[src/rtl/adder_cla_pipe.sv]
// Pipelined carry-lookahead adder/subtractor built from 4-bit CLA blocks, valid/ready streaming.
// Latency: STAGES = ceil((WIDTH/4)/BLKS_PER_STAGE) cycles, the capture edge included; 1 beat/cycle.
// Backpressure: global stall; out_valid & ~out_ready freezes every stage and drops in_ready.
module adder_cla_pipe #(
    parameter int WIDTH          = 16,
    parameter int BLKS_PER_STAGE = 1
) (
    input  logic             clk,
    input  logic             rst,
    input  logic             in_valid,
    output logic             in_ready,
    input  logic [WIDTH-1:0] a,
    input  logic [WIDTH-1:0] b,
    input  logic             c_in,
    input  logic             sub,
    output logic             out_valid,
    input  logic             out_ready,
    output logic [WIDTH-1:0] s,
    output logic             c_out,
    output logic             ovf
);
    // Clamped so a bad parameter reaches the elaboration error below instead of a divide by zero.
    localparam int BPS    = (BLKS_PER_STAGE < 1) ? 1 : BLKS_PER_STAGE;
    localparam int NBLK   = (WIDTH < 4) ? 1 : WIDTH / 4;
    localparam int STAGES = (NBLK + BPS - 1) / BPS;

    if ((WIDTH % 4 != 0) || (WIDTH < 4) || (BLKS_PER_STAGE < 1)) begin : g_bad_param
        $error("adder_cla_pipe: WIDTH must be a multiple of 4 and >= 4, BLKS_PER_STAGE must be >= 1");
    end

    // One beat as it travels: conditioned operands, sum bits so far, carry into the next block.
    typedef struct packed {
        logic [WIDTH-1:0] opa;
        logic [WIDTH-1:0] opb;
        logic [WIDTH-1:0] sum;
        logic             cy;
        logic             cy_msb;
    } beat_t;

    // Returns {c4, c3, sum[3:0]}; c3 is kept so the MSB block can report the carry into the top bit.
    function automatic logic [5:0] cla4(input logic [3:0] x, input logic [3:0] y, input logic c0);
        logic [3:0] p;
        logic [3:0] g;
        logic       c1;
        logic       c2;
        logic       c3;
        logic       c4;
        p  = x ^ y;
        g  = x & y;
        c1 = g[0] | (p[0] & c0);
        c2 = g[1] | (p[1] & g[0]) | (p[1] & p[0] & c0);
        c3 = g[2] | (p[2] & g[1]) | (p[2] & p[1] & g[0]) | (p[2] & p[1] & p[0] & c0);
        c4 = g[3] | (p[3] & g[2]) | (p[3] & p[2] & g[1]) | (p[3] & p[2] & p[1] & g[0])
             | (p[3] & p[2] & p[1] & p[0] & c0);
        return {c4, c3, p ^ {c3, c2, c1, c0}};
    endfunction

    logic  adv;
    beat_t in_beat;

    assign adv      = ~out_valid | out_ready;
    assign in_ready = adv;

    always_comb begin
        in_beat.opa    = a;
        in_beat.opb    = b ^ {WIDTH{sub}};
        in_beat.sum    = '0;
        in_beat.cy     = c_in ^ sub;
        in_beat.cy_msb = 1'b0;
    end

    for (genvar k = 0; k < STAGES; k++) begin : g_stage
        beat_t      src;
        beat_t      beat_d;
        beat_t      beat_q;
        logic       src_vld;
        logic       vld_q;
        logic [5:0] blk_r;
        logic       blk_c;

        if (k == 0) begin : g_head
            assign src     = in_beat;
            assign src_vld = in_valid;
        end else begin : g_link
            assign src     = g_stage[k-1].beat_q;
            assign src_vld = g_stage[k-1].vld_q;
        end

        // Blocks owned by this stage ripple their block carries; all other bits pass through.
        always_comb begin
            beat_d = src;
            blk_c  = src.cy;
            blk_r  = '0;
            for (int j = 0; j < BPS; j++) begin
                if (k * BPS + j < NBLK) begin
                    blk_r = cla4(src.opa[(k*BPS+j)*4 +: 4], src.opb[(k*BPS+j)*4 +: 4], blk_c);
                    beat_d.sum[(k*BPS+j)*4 +: 4] = blk_r[3:0];
                    blk_c = blk_r[5];
                    if (k * BPS + j == NBLK - 1) begin
                        beat_d.cy_msb = blk_r[4];
                    end
                end
            end
            beat_d.cy = blk_c;
        end

        always_ff @(posedge clk or posedge rst) begin
            if (rst) begin
                beat_q <= '0;
                vld_q  <= 1'b0;
            end else if (adv) begin
                beat_q <= beat_d;
                vld_q  <= src_vld;
            end
        end
    end

    assign out_valid = g_stage[STAGES-1].vld_q;
    assign s         = g_stage[STAGES-1].beat_q.sum;
    assign c_out     = g_stage[STAGES-1].beat_q.cy;
    assign ovf       = g_stage[STAGES-1].beat_q.cy ^ g_stage[STAGES-1].beat_q.cy_msb;

    // Operands are fully consumed by the last stage; its copies feed nothing.
    logic unused_tail;
    assign unused_tail = ^{g_stage[STAGES-1].beat_q.opa, g_stage[STAGES-1].beat_q.opb};

endmodule

[config.mk]
export PLATFORM = sky130hd
export DESIGN_NAME = adder_cla_pipe
export DESIGN_NICKNAME = d
export VERILOG_FILES = /design/src/rtl/adder_cla_pipe.sv
export SDC_FILE = /design/constraint.sdc
export NUM_CORES = 1
export LEC_CHECK = 0
export CAP_MARGIN = 15
export CORE_AREA = 4 4 105 107
export DETAILED_ROUTE_END_ITERATION = 12
export DIE_AREA = 0 0 109 111
export PLACE_DENSITY_LB_ADDON = 0.1
export SYNTH_ARGS = -nofsm -noshare
export SYNTH_HDL_FRONTEND = slang
export SYNTH_SLANG_ARGS = --single-unit
[constraint.sdc]
create_clock -name clk -period 3.8 [get_ports clk]
set_input_delay 0.76 -clock clk [delete_from_list [all_inputs] [get_ports clk]]
set_output_delay 0.76 -clock clk [all_outputs]
set_load 0.01 [all_outputs]
# After elaboration in Yosys (flattened, before gate mapping)
# Cells that the tools add are included.
# totals
reg_bits	145
latch_bits	0
ram_bits	0
rom_bits	0
out_inout_bits	20
word_cells	140
memories	0
# op_classes
addsub	0
n_mul	0
n_div	0
magnitude_cmp	0
eq_ne	0
shifts	0
n_mux	0
bitwise_logic	121
reduce_logical	0
# op_table
operator	count
AND 1 bit	64
bitwise OR 1 bit	41
XOR 4 bit	8
AND 4 bit	4
XOR 16 bit	1
XOR 1 bit	2
NOT 1 bit	1

# Longest topological paths before layout
# depth
word_depth	7
mapped_depth	8
mapped_depth_nobuf	6

# Worst setup path before layout
# OpenSTA, ideal clock, no wires.
# synth_path
path_type	input to register
start	input sub
end	register g_stage[0].beat_q[5] (netlist name)
setup_time_ns	0.092
arrival_ns	2.185
t_required_ns	3.708
setup_slack_ns	1.523
stages	8
cell_sequence	buf_6 > buf_4 > xor2_1 > ha_1 > a21oi_1 > o22ai_2 > o21a_1 > o31ai_2
# synth_via
elab_chain_cells	7
elab_cells_between_ends	13
cone_classes	bitwise: 13
# synth_rtl
item	line_no	text
start, declared	15	input logic sub,
XOR 16 bit	66	in_beat.opb = b ^ {WIDTH{sub}};
XOR 4 bit or AND 4 bit (tied branches)	48, 49	
AND 1 bit	52	c3 = g[2] | (p[2] & g[1]) | (p[2] & p[1] & g[0]) | (p[2] & p[1] & p[0] & c0);
bitwise OR 1 bit or AND 1 bit (tied branches) (2 in a row)	52	
bitwise OR 1 bit	52	
XOR 4 bit (*)	55	return {c4, c3, p ^ {c3, c2, c1, c0}};
end signal, assigned	112	beat_q <= beat_d;
end, declared	75	beat_t beat_q;
# Mark *: on every way between the ends. The rest lies on a longest branch, timed or not.
# A chain may end at the register's enable or synchronous reset.

# Worst setup path in the final report
# layout_path
start	input out_ready
end	output in_ready
# layout_via
elab_chain_cells	1
# layout_rtl
item	line_no	text
start, declared	17	input logic out_ready,
bitwise OR 1 bit	61	assign adv = ~out_valid | out_ready;
end, declared	11	output logic in_ready,
# No other way between the ends.

==> results.toml <==
[clock_tree]
cts_buffer_depth = 2
cts.repair.resized = 0
clkTransAtPathRegs_ps = 90
cts_tree = "yes"
worstSkewPairLatency_ps = 350
htreeDepth = 3
cts_setup_buffers = 0
postCtsHoldBufs = 0
cts_buffers = 9
clock-sinks = 97
clockRootBuffer = "clkbuf_8"

[place]
dp_hpwl_um = 5189
io_buffers = 57
post_dp_cell_area_um2 = 5026
gp_congestion = 0.7444

[yosys]
synth.top_cell.area_share_pct = 54.37
synthAdderAreaFrac_pct = 6.839
synth_xor_area_share_pct = 6.110
synth_edf_count = 0
synth.net_count = 544
synth_cells = 484
async_reset_ff_share_pct = 100.0
synth_top_area_cell = "dfrtp_1"
synth_top_family_by_area = "simple AND/OR/NAND/NOR gates"
ys_types = 27
synthMuxAreaShare_pct = 0
syn_area_um2 = 4464
synth_area_leaders = "dfrtp_1, nand2_1, ha_1"
synth_seq_cells = 97
synth_ff_type = "dfrtp_1"
yosysWarningCount = 0
synth-simple-area-share_pct = 20.12
avgSynthCellArea_um2 = 9.224
synth_compound_gate_area_share_pct = 6.698
yosysSeqAreaShare_pct = 54.37

[run_status]
status = "completed"

[timing]
finalSetupViolations = 0
tns_ps = 0
fmax_ghz = 0.3712
worst_pin_slew_ps = 1080
final-max-slew-violation-count = 0
rsz0062_at_grt = "no"
fin_crit_ps = 2694
period_share_pct = 70.90
finalClockSkew_ps = 10.26
hold_viol_final = 0
maxSlewHeadroom_pct = 27.97

[setup_path]
critical_path.endpoint_type = "output port"
worstSetupPathType = "in -> out"
r2r-start = "out_valid"
start_kind = "input pin"
critPathArrivalTime_ps = 1930
crit_start = "out_ready"
worst_ep_required_time_ps = 3040
crit_fanout = 2

[routing]
antenna_left = 0
viasPerCell = 4.546
vias = 2987
drt-total-wl_um = 7835
drtIter0Drc = 140
wl_per_cell_um = 11.93
dr.pass1.iters = 4
drc = 0

[floorplan]
die_area_um2 = 12100
io_pins = 58
initial_utilization_pct = 44.03
core_um2 = 10140
die_h_um = 111
chipWidth_um = 109
fp-row-count = 37

[final_layout]
postLayoutCellArea_um2 = 5243
layout-drive-gt1-share_pct = 4.798
nets = 577
synthToLayoutAreaGrowth_pct = 17.43
diodes = 0

[global_routing]
grt_pass1_vias = 3000
antenna_found_initial = 0
grt_pass1_wl_um = 13740
grt_max_degree = 115
grt_overflow = 0
grt_usage_pct = 13.95

[pwr]
p_per_area_nw_per_um2 = 755.9
p_leak_nw = 2.554
totalPowerFinal_w = 0.003963
worst_ir_drop_vdd_mv = 0.2977

[run]
drv_cap = 0

[hold_path]
hp-start = "g_stage[2].vld_q"
min_path_type = "reg -> reg"
cell families after synthesis:
logic type                 count (synthesis)
and+or+nand+nor                          237
adders and majority gates                 22
DFF                                       97
AOI/OAI and AO/OA                         52
buffers and inverters                     47
xor gates and xnor gates                  29
through the flow:
| step | util, % | std cells | setup slack [ps] | hold WS (ps) |
|---|---|---|---|---|
| final | 51.71 | 657 | 1106 | 467.4 |
| after global routing | 51.71 | 657 | 1050 | 489.2 |
| after CTS | 51.71 | 657 | 1079 | 468.3 |
| after detailed placement | 49.57 | 642 | 1045 | 446.8 |
| after global placement | 49.57 | 642 | 1093 | 441.9 |
| after floorplan | - | 484 | 506.3 | 430.0 |
power by group:
part	switching [W]	internal [W]	total, W
Clock	0.000340	0.000386	0.000725
Sequential	0.000262	0.00149	0.00175
Combinational	0.000781	0.000704	0.00149
Total	0.00138	0.00258	0.00396
cell type report:
cell class / instances / area, µm²
fillers: 971 / 4896
flip-flops and latches: 97 / 2427
multi-input cells: 340 / 1783
repair buffers: 61 / 613.1
well taps: 136 / 170.2
clock buffers: 10 / 137.6
clock inverters: 5 / 78.83
inverters: 8 / 32.53
path summary, 6_finish.rpt:
path                                         endpoint  slack, ps  cells past startpoint
worst min register to register       g_stage[2].vld_q        470                      2
min in group asynchronous                        s[3]        810                      2
worst min-delay path                 g_stage[2].vld_q        470                      2
worst max register to register  g_stage[0].beat_q[28]       2010                      3
worst max-delay path                         in_ready       1110                      4
max in group asynchronous       g_stage[1].beat_q[27]       2320                      3
synth_stat cells, types with 2 or more instances:
library cell and number:
buf_2 11, o21ai_1 2, a41oi_1 3, nand2_1 224, ha_1 18, a21oi_1 16
fa_1 4, o21ai_0 24, clkbuf_1 10, nand3_1 2, xor2_1 6, inv_1 7
buf_4 17, dfrtp_1 97, xnor2_1 22, nor2_1 8, a21o_1 3
cell usage in the layout, fill, tap and decap left out, types with 4 or more instances in the layout:
cell type,count
xor2_1,6
xnor2_1,22
ha_1,18
o21ai_0,24
a21oi_1,16
nor2_1,8
fa_1,4
inv_1,6
nand2_1,224
clkdlybuf4s50_1,57
dfrtp_1,97
clkbuf_8,10
layer usage:
metal | global-route usage, % | vias up | part of all wire, %
met2 | 20.39 | 56 | 42
met5 | 0 | - | 0
met1 | 20.43 | 1351 | 53
met3 | 2.504 | 10 | 4.0
li1 | - | 1570 | -
met4 | 5.556 | 0 | 1.5
worst max-delay path, stage by stage:
cell	delay, ps
clkdlybuf4s50_1	510
nor2b_4	50
inv_2	70
clkdlybuf4s50_1	540
flip-flops by register name, summed over array words and instances, names as in the netlist:
register        flops
c_out               1
out_valid           1
g_stage.vld_q       3
g_stage.beat_q     76
s                  16
(Power assumes the default switching activity.)
==> edit, RTL diff (same flow settings) <==
Change the parameter `BLKS_PER_STAGE` from 1 to 2. Comments in the files are not updated.
--- a/src/rtl/adder_cla_pipe.sv
+++ b/src/rtl/adder_cla_pipe.sv
@@ -3,7 +3,7 @@
 // Backpressure: global stall; out_valid & ~out_ready freezes every stage and drops in_ready.
 module adder_cla_pipe #(
     parameter int WIDTH          = 16,
-    parameter int BLKS_PER_STAGE = 1
+    parameter int BLKS_PER_STAGE = 2
 ) (
     input  logic             clk,
     input  logic             rst,
Behaviour: not the same (Yosys sat finds a counterexample within 4 cycles, from zero or initial values and one cycle with rst high).
==> edit against the unedited design <==
- power shrank 59%
- area after synthesis is 42% lower
- wire length shrank 29%
- worst hold slack about the same
- setup slack lost 0.26 ns
- sequential cell count down 52
- first-iteration DRC count fell by 54%
- register-to-register slack worse by 0.39 ns
- final area shrank 37%
- synthesized cell count is 43% lower
- sequential power is 61% lower
==> edit: results (changes against the unedited design) <==
final WL=5530 µm (-29%); cell leakage power=1.49 nW (-42%); post-synthesis sequential area ratio=0.437 (-0.107); internal power=1.10 mW (-57%); routed metal-1 wirelength=2750 µm (-33%); most instantiated cells after synthesis=66 x nand2_1, 45 x dfrtp_1, 18 x nor2_1; share of layout cells above drive strength 1=0.0597 (+0.0118); met3 WL=294 µm (-5.5%); global-route wire length before repair=9270 µm (-33%); Mapped Nets=335 (-38%); Clock Skews=0.00290 ns (-0.00736 ns); Arr. time, crit path=3.17 ns (+1.24 ns); vias in the first global route=1,875 (-38%); Num CTS Buffers=5 (-4); Worst Setup SP=sub; H-tree depth reported by CTS=2 (-1); Max stage delay on crit path=0.52 ns (-0.02 ns); worst hold stages=1 (-1); fin nets=376 (-35%); Crit path max-delay family=adder cells; Synth Area in Compound Gates=0.122 (+0.0549); Met2 Wirelength=2420 µm (-26%); # fillers=1,085 (+12%); r2r worst-path depth=8 (+5); Max FO, Critical Path=7 (+5); Netlist cell types=37 (+37%); max reg flops=26 (-66%); status=finished, final reports clean; GR Util All Layers=0.0956 (-0.0440); Skew-Pair Late Insertion Delay=0.29 ns (-0.06 ns); reg2reg start=g_stage[0].beat_q[26]; adder-cell share of the synthesized area=0.109 (+0.0404); DRT iter0 DRCs=64 (-54%); Slew @ Worst Pin=0.469 ns (-0.611 ns); Post-DP HPWL=4060 µm (-22%); hold path startpoint=g_stage[0].vld_q
## edit: cell count changes in the layout (fill, tap and decap cells not counted), moves of 3 or more
cell	delta
a41oi_1	-3
clkbuf_8	-4
dfrtp_1	-52
inv_1	+5
nand2_1	-158
nor2_1	+10
o21a_1	+3
o21ai_0	-8
xnor2_1	-12
xor2_1	+10
## edit: cells by family after synthesis
family,after synthesis
and+or+nand+nor,95
AOI/OAI and AO/OA,50
DFF,45
buffers and inverters,40
xor gates and xnor gates,27
adders and majority gates,20
## edit: cell type report
cell class	instances	area [µm²]	share of cell area
repair buffers	62	621	0.189
flip-flops and latches	45	1130	0.343
inverters	12	45.0	0.0137
well taps	136	170	0.0518
clock buffers	7	86.3	0.0263
multi-input cells	192	1240	0.376
## edit: per-stage QoR
stage	setup slack, ns	cell area (µm²)	cells	util
after floorplan	1.03	2580	277	-
after global placement	0.584	3180	446	0.313
after detailed placement	0.514	3180	446	0.313
after CTS	0.815	3260	453	0.322
after global routing	0.709	3280	454	0.324
final	0.850	3280	454	0.324
## edit: routing by layer
layer / track usage / up-vias
met2: 0.144 / 43
met4: 0.0354 / 0
met3: 0.0215 / 2
met1: 0.133 / 839
met5: 0 / -
li1: - / 972
## edit: worst paths after layout
kind / to / slack, ns
max: g_stage[0].beat_q[6] / 0.85
min: out_valid / 0.47
max reg2reg: s[13] / 1.62
min reg2reg: out_valid / 0.47
max in group asynchronous: s[15] / 2.67
min in group asynchronous: out_valid / 0.68
## edit: power groups by stage
stage                     combinational [mW]  clock, mW  sequential, mW
after CTS                              0.652      0.317           0.696
final                                  0.638      0.299           0.691
after global placement                 0.648          0           0.703
after detailed placement               0.649          0           0.705
after floorplan                        0.464          0           0.681
after global routing                   0.715      0.333           0.711
## edit: worst register-to-register path, stage by stage (launching register included)
cell and delay (ns):
dfrtp_1 0.39, ha_1 0.31, a211oi_1 0.33, nor2_1 0.14, o21ai_0 0.16, nand2b_1 0.09
fa_1 0.38, xnor2_1 0.18, o21ai_0 0.09
